$ cat config.mk
export PLATFORM = sky130hd
export DESIGN_NAME = four_bit_divider
export DESIGN_NICKNAME = d
export VERILOG_FILES = /design/src/rtl/four_bit_divider.sv
export SDC_FILE = /design/constraint.sdc
export NUM_CORES = 1
export LEC_CHECK = 0
export ABC_AREA = 1
export BUFFER_PORTS_ARGS = -buffer_cell sky130_fd_sc_hd__buf_4
export CAP_MARGIN = 20
export CORE_ASPECT_RATIO = 1.2
export CORE_MARGIN = 1
export CORE_UTILIZATION = 48
export CTS_CLUSTER_DIAMETER = 40
export DETAILED_ROUTE_END_ITERATION = 12
export GPL_TIMING_DRIVEN = 0
export PLACE_DENSITY = 0.7
export SYNTH_ARGS = -nofsm -noshare
export SYNTH_HDL_FRONTEND = slang
export SYNTH_SLANG_ARGS = --single-unit
$ cat constraint.sdc
create_clock -name clk -period 2 [get_ports clk]
set_input_delay 0 -clock clk [delete_from_list [all_inputs] [get_ports clk]]
set_output_delay 0 -clock clk [all_outputs]
set_load 0.02 [all_outputs]
$ cat src/rtl/four_bit_divider.sv
// Sequential restoring divider: 8-bit dividend / 4-bit divisor, one quotient bit per clock, ena/done handshake.
// Optional macro DIVIDER_DBZ_CHECK_EN short-circuits B==0 to a flagged all-ones result.
module four_bit_divider #(
  parameter int DVD_W = 8,
  parameter int DVS_W = 4
) (
  input  logic             clk,
  input  logic             rst,
  input  logic             ena,
  input  logic [DVD_W-1:0] A,
  input  logic [DVS_W-1:0] B,
  output logic [DVD_W-1:0] Q,
  output logic [DVS_W-1:0] R,
  output logic             done,
  output logic             busy,
  output logic             dbz,
  output logic [2:0]       state
);

  localparam int CNT_W = (DVD_W > 1) ? $clog2(DVD_W) : 1;
  localparam logic [CNT_W-1:0] CNT_INIT = CNT_W'(DVD_W - 1);

  typedef enum logic [2:0] {
    ST_IDLE = 3'd0,
    ST_LOAD = 3'd1,
    ST_ITER = 3'd2,
    ST_END  = 3'd3
  } state_t;

  state_t cur, nxt;

  logic [DVD_W-1:0] a_reg;
  logic [DVS_W-1:0] b_reg;
  logic [DVS_W:0]   p_reg;
  logic [DVD_W-1:0] s_reg;
  logic [CNT_W-1:0] cnt;
  logic [DVS_W+1:0] step;

  // One restoring step: shift the next dividend bit into the partial remainder,
  // subtract the divisor if it fits. Returns {next partial remainder, quotient bit}.
  function automatic logic [DVS_W+1:0] div_step(input logic [DVS_W:0]   p,
                                                input logic             s_msb,
                                                input logic [DVS_W-1:0] b);
    logic [DVS_W:0] t;
    t = (DVS_W+1)'({p, s_msb});
    if (t >= {1'b0, b})
      div_step = {t - {1'b0, b}, 1'b1};
    else
      div_step = {t, 1'b0};
  endfunction

  assign step  = div_step(p_reg, s_reg[DVD_W-1], b_reg);
  assign state = cur;

  always_ff @(posedge clk) begin
    if (!rst)
      cur <= ST_IDLE;
    else
      cur <= nxt;
  end

  always_comb begin
    nxt = cur;
    case (cur)
      ST_IDLE: if (ena) nxt = ST_LOAD;
      ST_LOAD: begin
`ifdef DIVIDER_DBZ_CHECK_EN
        if (b_reg == '0)
          nxt = ST_END;
        else
          nxt = ST_ITER;
`else
        nxt = ST_ITER;
`endif
      end
      // The counter is sampled before its decrement, so codes DVD_W-1..0 give DVD_W iterations.
      ST_ITER: if (cnt == '0) nxt = ST_END;
      ST_END:  nxt = ST_IDLE;
      default: nxt = ST_IDLE;
    endcase
  end

  always_comb begin
    busy = 1'b0;
    case (cur)
      ST_LOAD, ST_ITER, ST_END: busy = 1'b1;
      default:                  busy = 1'b0;
    endcase
  end

`ifdef DIVIDER_DBZ_CHECK_EN
  logic dbz_pend;

  always_ff @(posedge clk) begin
    if (!rst) begin
      dbz_pend <= 1'b0;
      dbz      <= 1'b0;
    end else begin
      case (cur)
        ST_IDLE: if (ena) dbz <= 1'b0;
        ST_LOAD: dbz_pend <= (b_reg == '0);
        ST_END:  dbz <= dbz_pend;
        default: ;
      endcase
    end
  end
`else
  assign dbz = 1'b0;
`endif

  always_ff @(posedge clk) begin
    if (!rst) begin
      a_reg <= '0;
      b_reg <= '0;
      p_reg <= '0;
      s_reg <= '0;
      cnt   <= '0;
      Q     <= '0;
      R     <= '0;
      done  <= 1'b0;
    end else begin
      done <= (cur == ST_END);
      case (cur)
        ST_IDLE: begin
          if (ena) begin
            a_reg <= A;
            b_reg <= B;
          end
        end
        ST_LOAD: begin
          p_reg <= '0;
          s_reg <= a_reg;
          cnt   <= CNT_INIT;
        end
        ST_ITER: begin
          p_reg <= step[DVS_W+1:1];
          s_reg <= {s_reg[DVD_W-2:0], step[0]};
          cnt   <= cnt - 1'b1;
        end
        ST_END: begin
`ifdef DIVIDER_DBZ_CHECK_EN
          if (dbz_pend) begin
            Q <= '1;
            R <= '0;
          end else begin
            Q <= s_reg;
            R <= p_reg[DVS_W-1:0];
          end
`else
          Q <= s_reg;
          R <= p_reg[DVS_W-1:0];
`endif
        end
        default: ;
      endcase
    end
  end

endmodule

---- After elaboration in Yosys (flattened, before gate mapping) ----
Index checks and enable logic that the tools add are counted.
word-level totals
  register bits after elaboration ......... 43
  input port bits ......................... 15
  output and inout port bits .............. 18
  word-level logic and storage cells ...... 31
operators by class
  $add $sub $neg .......................... 2
  magnitude comparators ................... 1
  eq/ne operators ......................... 5
  mux-type cells .......................... 8
  reductions and logical operators ........ 6
operators with widths
  operator                                             number
  one-hot mux 8 bit (2 select lines)                   1
  one-hot mux 3 bit (3 select lines)                   1
  one-hot mux 4 bit (2 select lines)                   1
  equality test 3 x 2 -> 1 bit, second input constant  2
  logical NOT 3 bit                                    2
  two-way mux 3 bit                                    2
  one-hot mux 3 bit (2 select lines)                   1
  greater-or-equal comparator 5 x 4 -> 1 bit           1
  two-way mux 5 bit                                    1
  != test 2 bit, second input constant                 2
  AND reduction 2 bit                                  2
  subtractor 4 bit                                     1
  equality test 3 x 1 -> 1 bit, second input constant  1
  OR reduction 3 bit                                   1
  subtractor 3 x 1 -> 3 bit, second input constant     1
  nonzero test 2 bit                                   1
  two-way mux 1 bit                                    1

---- Depth between registers and ports, before layout ----
Gate-level depths: netlist (run 1).
  word-level depth ........................ 3
  gate-level depth with buffers ........... 11
  mapped depth without buffers ............ 11

---- Worst setup path before layout (run 1) ----
OpenSTA, ideal clock, no wires.
  path kind ............................... register to register
  start point ............................. register cur[0] (netlist: state[0])
  end point ............................... register s_reg[6]
  setup time .............................. 116 ps
  arrival time ............................ 1439 ps
  data required time ...................... 1884 ps
  path slack .............................. 445 ps
  stages on the path, launching flop included .. 8
  buffers on the path ..................... 2
  period minus slack after synthesis ...... 1555 ps
  cell sequence ........................... dfxtp_1 inv_1 ha_1 buf_2 buf_2 nand3_1 o211ai_1 inv_1
on the way
  cells in the longest elaborated chain, start to end .. 2
  elaborated cells on any way between the ends .. 4
  classes of those cells .................. 2 x eq/ne; 1 x mux; 1 x reduce/logical
RTL lines
  element                                                                              RTL line  source
  from (decl)                                                                          30        state_t cur, nxt;
  from (signal assigned)                                                               59        cur <= nxt;
  equality test 3 x 2 -> 1 bit / equality test 3 x 1 -> 1 bit (equally long branches)  123       case (cur)
  one-hot mux 8 bit (2 select lines) / nonzero test 2 bit (equally long branches)      --
  to (signal assigned)                                                                 132       s_reg <= a_reg;
  to (signal assigned)                                                                 137       s_reg <= {s_reg[DVD_W-2:0], step[0]};
  to (decl)                                                                            35        logic [DVD_W-1:0] s_reg;
Parallel ways exist; a longest one is shown, timed or not.
A chain may end at the register's enable or synchronous reset.

---- Worst setup path after layout (run 1) ----
Ends and elaborated chain as after synthesis.

==> impl_metrics.yaml, run 1 <==
status:
  outcome: "finished clean"
clock_tree:
  clk_pin_slew_worst_paths_ps: 80
  cts_buffer_depth: 2
  clockRootBuffer: "clkbuf_8"
  cts_tree: "done"
  cts.htree.levels: 2
  clock_latency_ps: 300
  cts_buffers: 5
  clock_sink_count: 42
placement:
  placed_area_um2: 2172
  dpl.hpwl_um: 2863
  place_congestion: 0.8448
  port_buffers: 29
  place_inst: 325
  pre_cts_ws_ps: 436.0
global_route:
  grt_pass1_vias: 1536
  antenna_found_initial: 0
  grt-ovfl-total: 0
  grt_start_max_net_pins: 14
  grt_first_pass_wirelength_um: 6520
  grt_usage: 0.2064
finish:
  fin_area_um2: 2402
  num_antenna_cells: 0
  fin_nets: 319
  final.fill_count: 334
  area_growth_pct: 27.41
  fin_cells: 345
  drive_gt1_frac: 0.1945
flow_run:
  maxCapViolations: 0
critical_path:
  cp_top_family: "buffers and inverters"
  slowest_delay_ps: 400
  critPathCaptureType: "flop"
  cp_max_fo: 10
  cp-start-kind: "flop"
  path_cells: "inv_1 > ha_1 > buf_2 > buf_2 > nand3_1 > o211ai_1 > inv_1"
  path_buf_inv: 4
  crit_arrival_ps: 1780
  slowest_stage: "dfxtp_1"
  cp.required_ps: 2190
  criticalPathCategory: "flop to flop"
sta:
  fin_crit_ps: 1591
  rsz0062_at_grt: "false"
  fin_ws_ps: 409.5
  tns_ps: 0
  slew_viol_final: 0
  setup_viol: 0
  worst_clock_skew_ps: 5.960
  worst_hold_slack_ps: 18.60
  hold_viol: 0
  max_freq_ghz: 0.6287
  finalCritPeriodShare: 0.7953
yosys:
  avgSynthCellArea_um2: 7.759
  mappedNetlistArea_um2: 1886
  synthArstFlopShare: 0
  synth_edf_count: 0
  ys_ff_latch: 42
  yosysUniqueCellTypes: 24
  synth_cells: 243
  synth-main-ff-cell: "dfxtp_1"
  ys_warn_count: 0
  yosysSeqAreaShare: 0.4459
power_and_ir_drop:
  power.density_nw_per_um2: 1484
  p_leak_nw: 1.158
  irDropWorstVdd_mv: 0.7450
floorplan:
  die_x_um: 59.22
  io_pins: 33
  core_um2: 3694
  core.rowCount: 24
  dieArea_um2: 4184
  die_y_um: 70.66
  start_util: 0.5105
drt:
  vias: 1658
  met1_length_um: 1772
  firstDrtPassIters: 4
  drt_iter0_drc: 75
  vias_per_cell: 4.806
  top_layer: "met4"
  wirelength_um: 3950
  wl_per_cell_um: 11.45
  routed-wl-met3_um: 114
  antenna_left: 0
  drc: 0
  met2WireLength_um: 1995
min_path:
  hold_path_class: "input pin to flop"
synthesized netlist by cell type, types with 2 or more instances:
cell	count	share of area
dfxtp_1	42	0.45
o21ai_1	20	0.053
ha_1	11	0.073
nand2_4	2	0.012
inv_1	26	0.052
o211ai_1	7	0.028
nand3_1	17	0.045
o21ai_0	8	0.021
a21oi_1	17	0.045
buf_4	3	0.012
buf_2	7	0.019
a221oi_1	2	0.0093
nor2_1	34	0.068
clkbuf_1	2	0.0040
inv_2	5	0.010
nand2_1	32	0.064
layout by cell type (no fill, tap or decap):
cell            n
clkbuf_8        5
inv_2           5
nand3_1        17
o211ai_1        7
bufinv_16       1
conb_1          2
inv_1          26
ha_1           11
nand2_1        32
nand2_2         1
clkinv_1        1
a21oi_2         1
fa_1            1
xor2_1          1
dlygate4sd3_1  12
nor2_4          1
clkbuf_1        3
a221oi_1        2
nand2_4         2
o21ai_0         8
nor2_1         34
o21ai_1        20
buf_4          32
dfxtp_1        42
o22ai_2         1
a21oi_1        17
buf_2           7
clkinvlp_4      1
worst register-to-register path, delay by kind of cell (launching register included):
family          cells  cell delay (ps)
buf+inv             4              610
simple gates        1              100
fa+ha+maj           1              280
flops               1              400
compound gates      1               90
final timing paths:
kind         slack, ps  depth (start not counted)               endpoint                  start
max                410                          7  s_reg[6]$_SDFFE_PN0P_  state[0]$_SDFFE_PN0P_
min                 20                          3    cnt[0]$_SDFFE_PN0P_                    rst
max reg2reg        410                          7  s_reg[6]$_SDFFE_PN0P_  state[0]$_SDFFE_PN0P_
min reg2reg        460                          1    cnt[0]$_SDFFE_PN0P_    cnt[0]$_SDFFE_PN0P_
metal layers:
| metal | track usage | up-vias |
|---|---|---|
| li1 | - | 878 |
| met1 | 0.2402 | 752 |
| met2 | 0.3571 | 22 |
| met3 | 0.05119 | 6 |
| met4 | 0.07672 | 0 |
| met5 | 0 | - |
cell families after synthesis:
family	count (synthesis)	synth area share
AND/OR/NAND/NOR	87	0.1977
AO/OA/AOI/OAI	56	0.1679
buffers and inverters	44	0.09820
flip-flops	42	0.4459
adder cells (fa/ha/maj)	12	0.08361
XOR/XNOR	1	0.004646
other	1	0.001989
stage by stage:
step	util	power (W)
after global placement	0.5881	0.002884
after global routing	0.6504	0.003863
final	0.6504	0.003566
after detailed placement	0.5881	0.002903
after CTS	0.6504	0.003591
after floorplan	-	0.002470
layout make-up:
class | count | area, um2 | area share
Buffer | 12 | 65.06 | 0.02708
Timing Repair Buffer | 41 | 337.8 | 0.1406
Multi-Input combinational cell | 158 | 863.3 | 0.3594
Clock buffer | 6 | 72.57 | 0.03021
Inverter | 32 | 120.1 | 0.05000
Sequential cell | 42 | 840.8 | 0.3500
Tap cell | 52 | 65.06 | 0.02708
Clock inverter | 2 | 37.54 | 0.01563
what timing repair did:
action | CTS | global route
hold endpoints to repair | 12 | 0
hold buffers | 12 | 0
buffers inserted | 0 | 0
gates resized for setup | 0 | 0
power breakdown:
| group | internal, W | switching (W) |
|---|---|---|
| Sequential | 0.00110 | 0.000163 |
| Combinational | 0.000634 | 0.00101 |
| Clock | 0.000372 | 0.000288 |
No activity file was read; power rests on OpenSTA's default activity.
==> run 2, diff against run 1 <==
--- a/config.mk
+++ b/config.mk
@@ -14,7 +14,7 @@
 export CTS_CLUSTER_DIAMETER = 40
 export DETAILED_ROUTE_END_ITERATION = 12
 export GPL_TIMING_DRIVEN = 0
-export PLACE_DENSITY = 0.7
+export PLACE_DENSITY = 0.73
 export SYNTH_ARGS = -nofsm -noshare
 export SYNTH_HDL_FRONTEND = slang
 export SYNTH_SLANG_ARGS = --single-unit
==> constraint.sdc (replaced) <==
create_clock -name clk -period 1.3 [get_ports clk]
set_input_delay 0 -clock clk [delete_from_list [all_inputs] [get_ports clk]]
set_output_delay 0 -clock clk [all_outputs]
set_load 0.02 [all_outputs]
==> impl_metrics.yaml, run 2 (synthesized netlist as in run 1, its figures left out) <==
status:
  outcome: "finished with violations"
  violations: "setup timing"
floorplan:
  io_pins: 33
  die_x_um: 59.22
  die_y_um: 70.66
  core.rowCount: 24
  core_um2: 3694
  dieArea_um2: 4184
  start_util: 0.5105
clock_tree:
  cts.htree.levels: 2
  clock_sink_count: 42
  clockRootBuffer: "clkbuf_8"
  clk_pin_slew_worst_paths_ps: 80
  clock_latency_ps: 290
  cts_buffers: 5
  cts_buffer_depth: 2
  cts_tree: "done"
sta:
  tns_ps: -165.1
  fin_ws_ps: -69.42
  setup_viol: 5
  fin_crit_ps: 1369
  max_freq_ghz: 0.7302
  finalCritPeriodShare: 1.053
  hold_viol: 0
  worst_clock_skew_ps: 1.991
  rsz0062_at_grt: "true"
  slew_viol_final: 0
critical_path:
  r2r_start: "s_reg[7]$_SDFFE_PN0P_"
  crit_arrival_ps: 1600
  criticalPathCategory: "flop to flop"
  r2r_setup_slack_ps: -70
  critPathCaptureType: "flop"
  cp-start-kind: "flop"
  cp_max_fo: 2
  worstRegToRegCells: 7
  cp.required_ps: 1530
  timing.rr.end: "p_reg[2]$_SDFFE_PN0P_"
drt:
  vias: 1724
  drc: 0
  wirelength_um: 4283
  wl_per_cell_um: 12.27
  firstDrtPassIters: 4
  antenna_left: 0
  drt_iter0_drc: 59
  vias_per_cell: 4.940
global_route:
  grt_first_pass_wirelength_um: 7134
  grt-ovfl-total: 0
  grt_usage: 0.2236
  antenna_found_initial: 0
  grt_pass1_vias: 1687
  grt_start_max_net_pins: 13
power_and_ir_drop:
  p_total_w: 0.005878
  power.density_nw_per_um2: 2291
  irDropWorstVdd_mv: 1.100
  p_leak_nw: 1.194
finish:
  drive_gt1_frac: 0.3232
  final_cell_mix: "37 x buf_4, 34 x nor2_1, 33 x dfxtp_1, 27 x nand2_1, 20 x inv_1"
  fin_area_um2: 2566
  final_common_cell: "buf_4"
  fin_cells: 349
  num_antenna_cells: 0
  area_growth_pct: 36.10
  utilization: 0.6948
  fin_nets: 324
placement:
  placed_area_um2: 2231
  port_buffers: 29
  place_congestion: 0.8299
  dpl.hpwl_um: 3040
  place_inst: 325
min_path:
  hold_path_class: "input pin to flop"
  holdPathStages: 3
  hold_start: "rst"
  min_to: "R[2]$_SDFFE_PN0P_"
flow_run:
  maxCapViolations: 0
## run 2: changes by cell type in the layout (fill, tap and decap cells not counted), sizes merged
| cell | delta |
|---|---|
| buf | +5 |
| bufinv | -1 |
| clkbuf | -1 |
| clkinv | +1 |
| clkinvlp | -1 |
| inv | +1 |
## run 2: layer usage
layer	up-vias	global-route usage	wire length (um)
li1	893	-	-
met3	5	0.04936	140
met5	-	0	0
met2	28	0.4070	2232
met1	798	0.2572	1870
met4	0	0.05556	40
## run 2: report_power, final
group | total [W] | internal [W] | switching (W)
combinational | 0.00308 | 0.00133 | 0.00175
clock | 0.000792 | 0.000360 | 0.000431
sequential | 0.00201 | 0.00172 | 0.000288
## run 2: metrics by stage
step	setup slack, ps	hold WS, ps
floorplan	0.1562	148.8
CTS	-51.58	31.85
global route	-120.5	57.17
finish	-69.42	38.08
global placement	-103.4	234.6
detailed placement	-134.6	240.4
## run 2: final cells by class
type	instances	area [um2]
Timing Repair Buffer	47	382.9
Clock buffer	5	68.82
Multi-Input combinational cell	158	970.9
Inverter	32	125.1
Buffer	11	86.33
Sequential cell	42	857.1
Tap cell	52	65.06
Clock inverter	2	10.01
Fill cell	308	1127
## run 2: critical path, cell delays in order, from the launching register on
cell     delay, ps
dfxtp_2        340
inv_2           50
ha_4           150
fa_2           330
xor2_1         160
nand2_1         60
nand3_1         90
a21oi_2        120
## run 2: worst max-delay path by stage
| stage | to | start | cells past startpoint |
|---|---|---|---|
| 6_report | p_reg[2]$_SDFFE_PN0P_ | s_reg[7]$_SDFFE_PN0P_ | 7 |
| 5_1_grt | p_reg[2]$_SDFFE_PN0P_ | s_reg[7]$_SDFFE_PN0P_ | 7 |
| 4_1_cts | p_reg[2]$_SDFFE_PN0P_ | s_reg[7]$_SDFFE_PN0P_ | 7 |
| 2_1_floorplan | p_reg[1]$_SDFFE_PN0P_ | b_reg[1]$_SDFFE_PN0P_ | 11 |
| 3_5_place_dp | p_reg[2]$_SDFFE_PN0P_ | b_reg[1]$_SDFFE_PN0P_ | 11 |
| 3_3_place_gp | a_reg[0]$_SDFFE_PN0P_ | state[1]$_SDFFE_PN0P_ | 6 |
## run 2: what timing repair did
action	4_1_cts	5_1_grt
hold buffers	12	0
hold endpoints to repair	12	0
pin swaps	1	9
resized for setup	16	17
buffers inserted	3	3
endpoints found under the setup margin	36	32
gates cloned	0	0
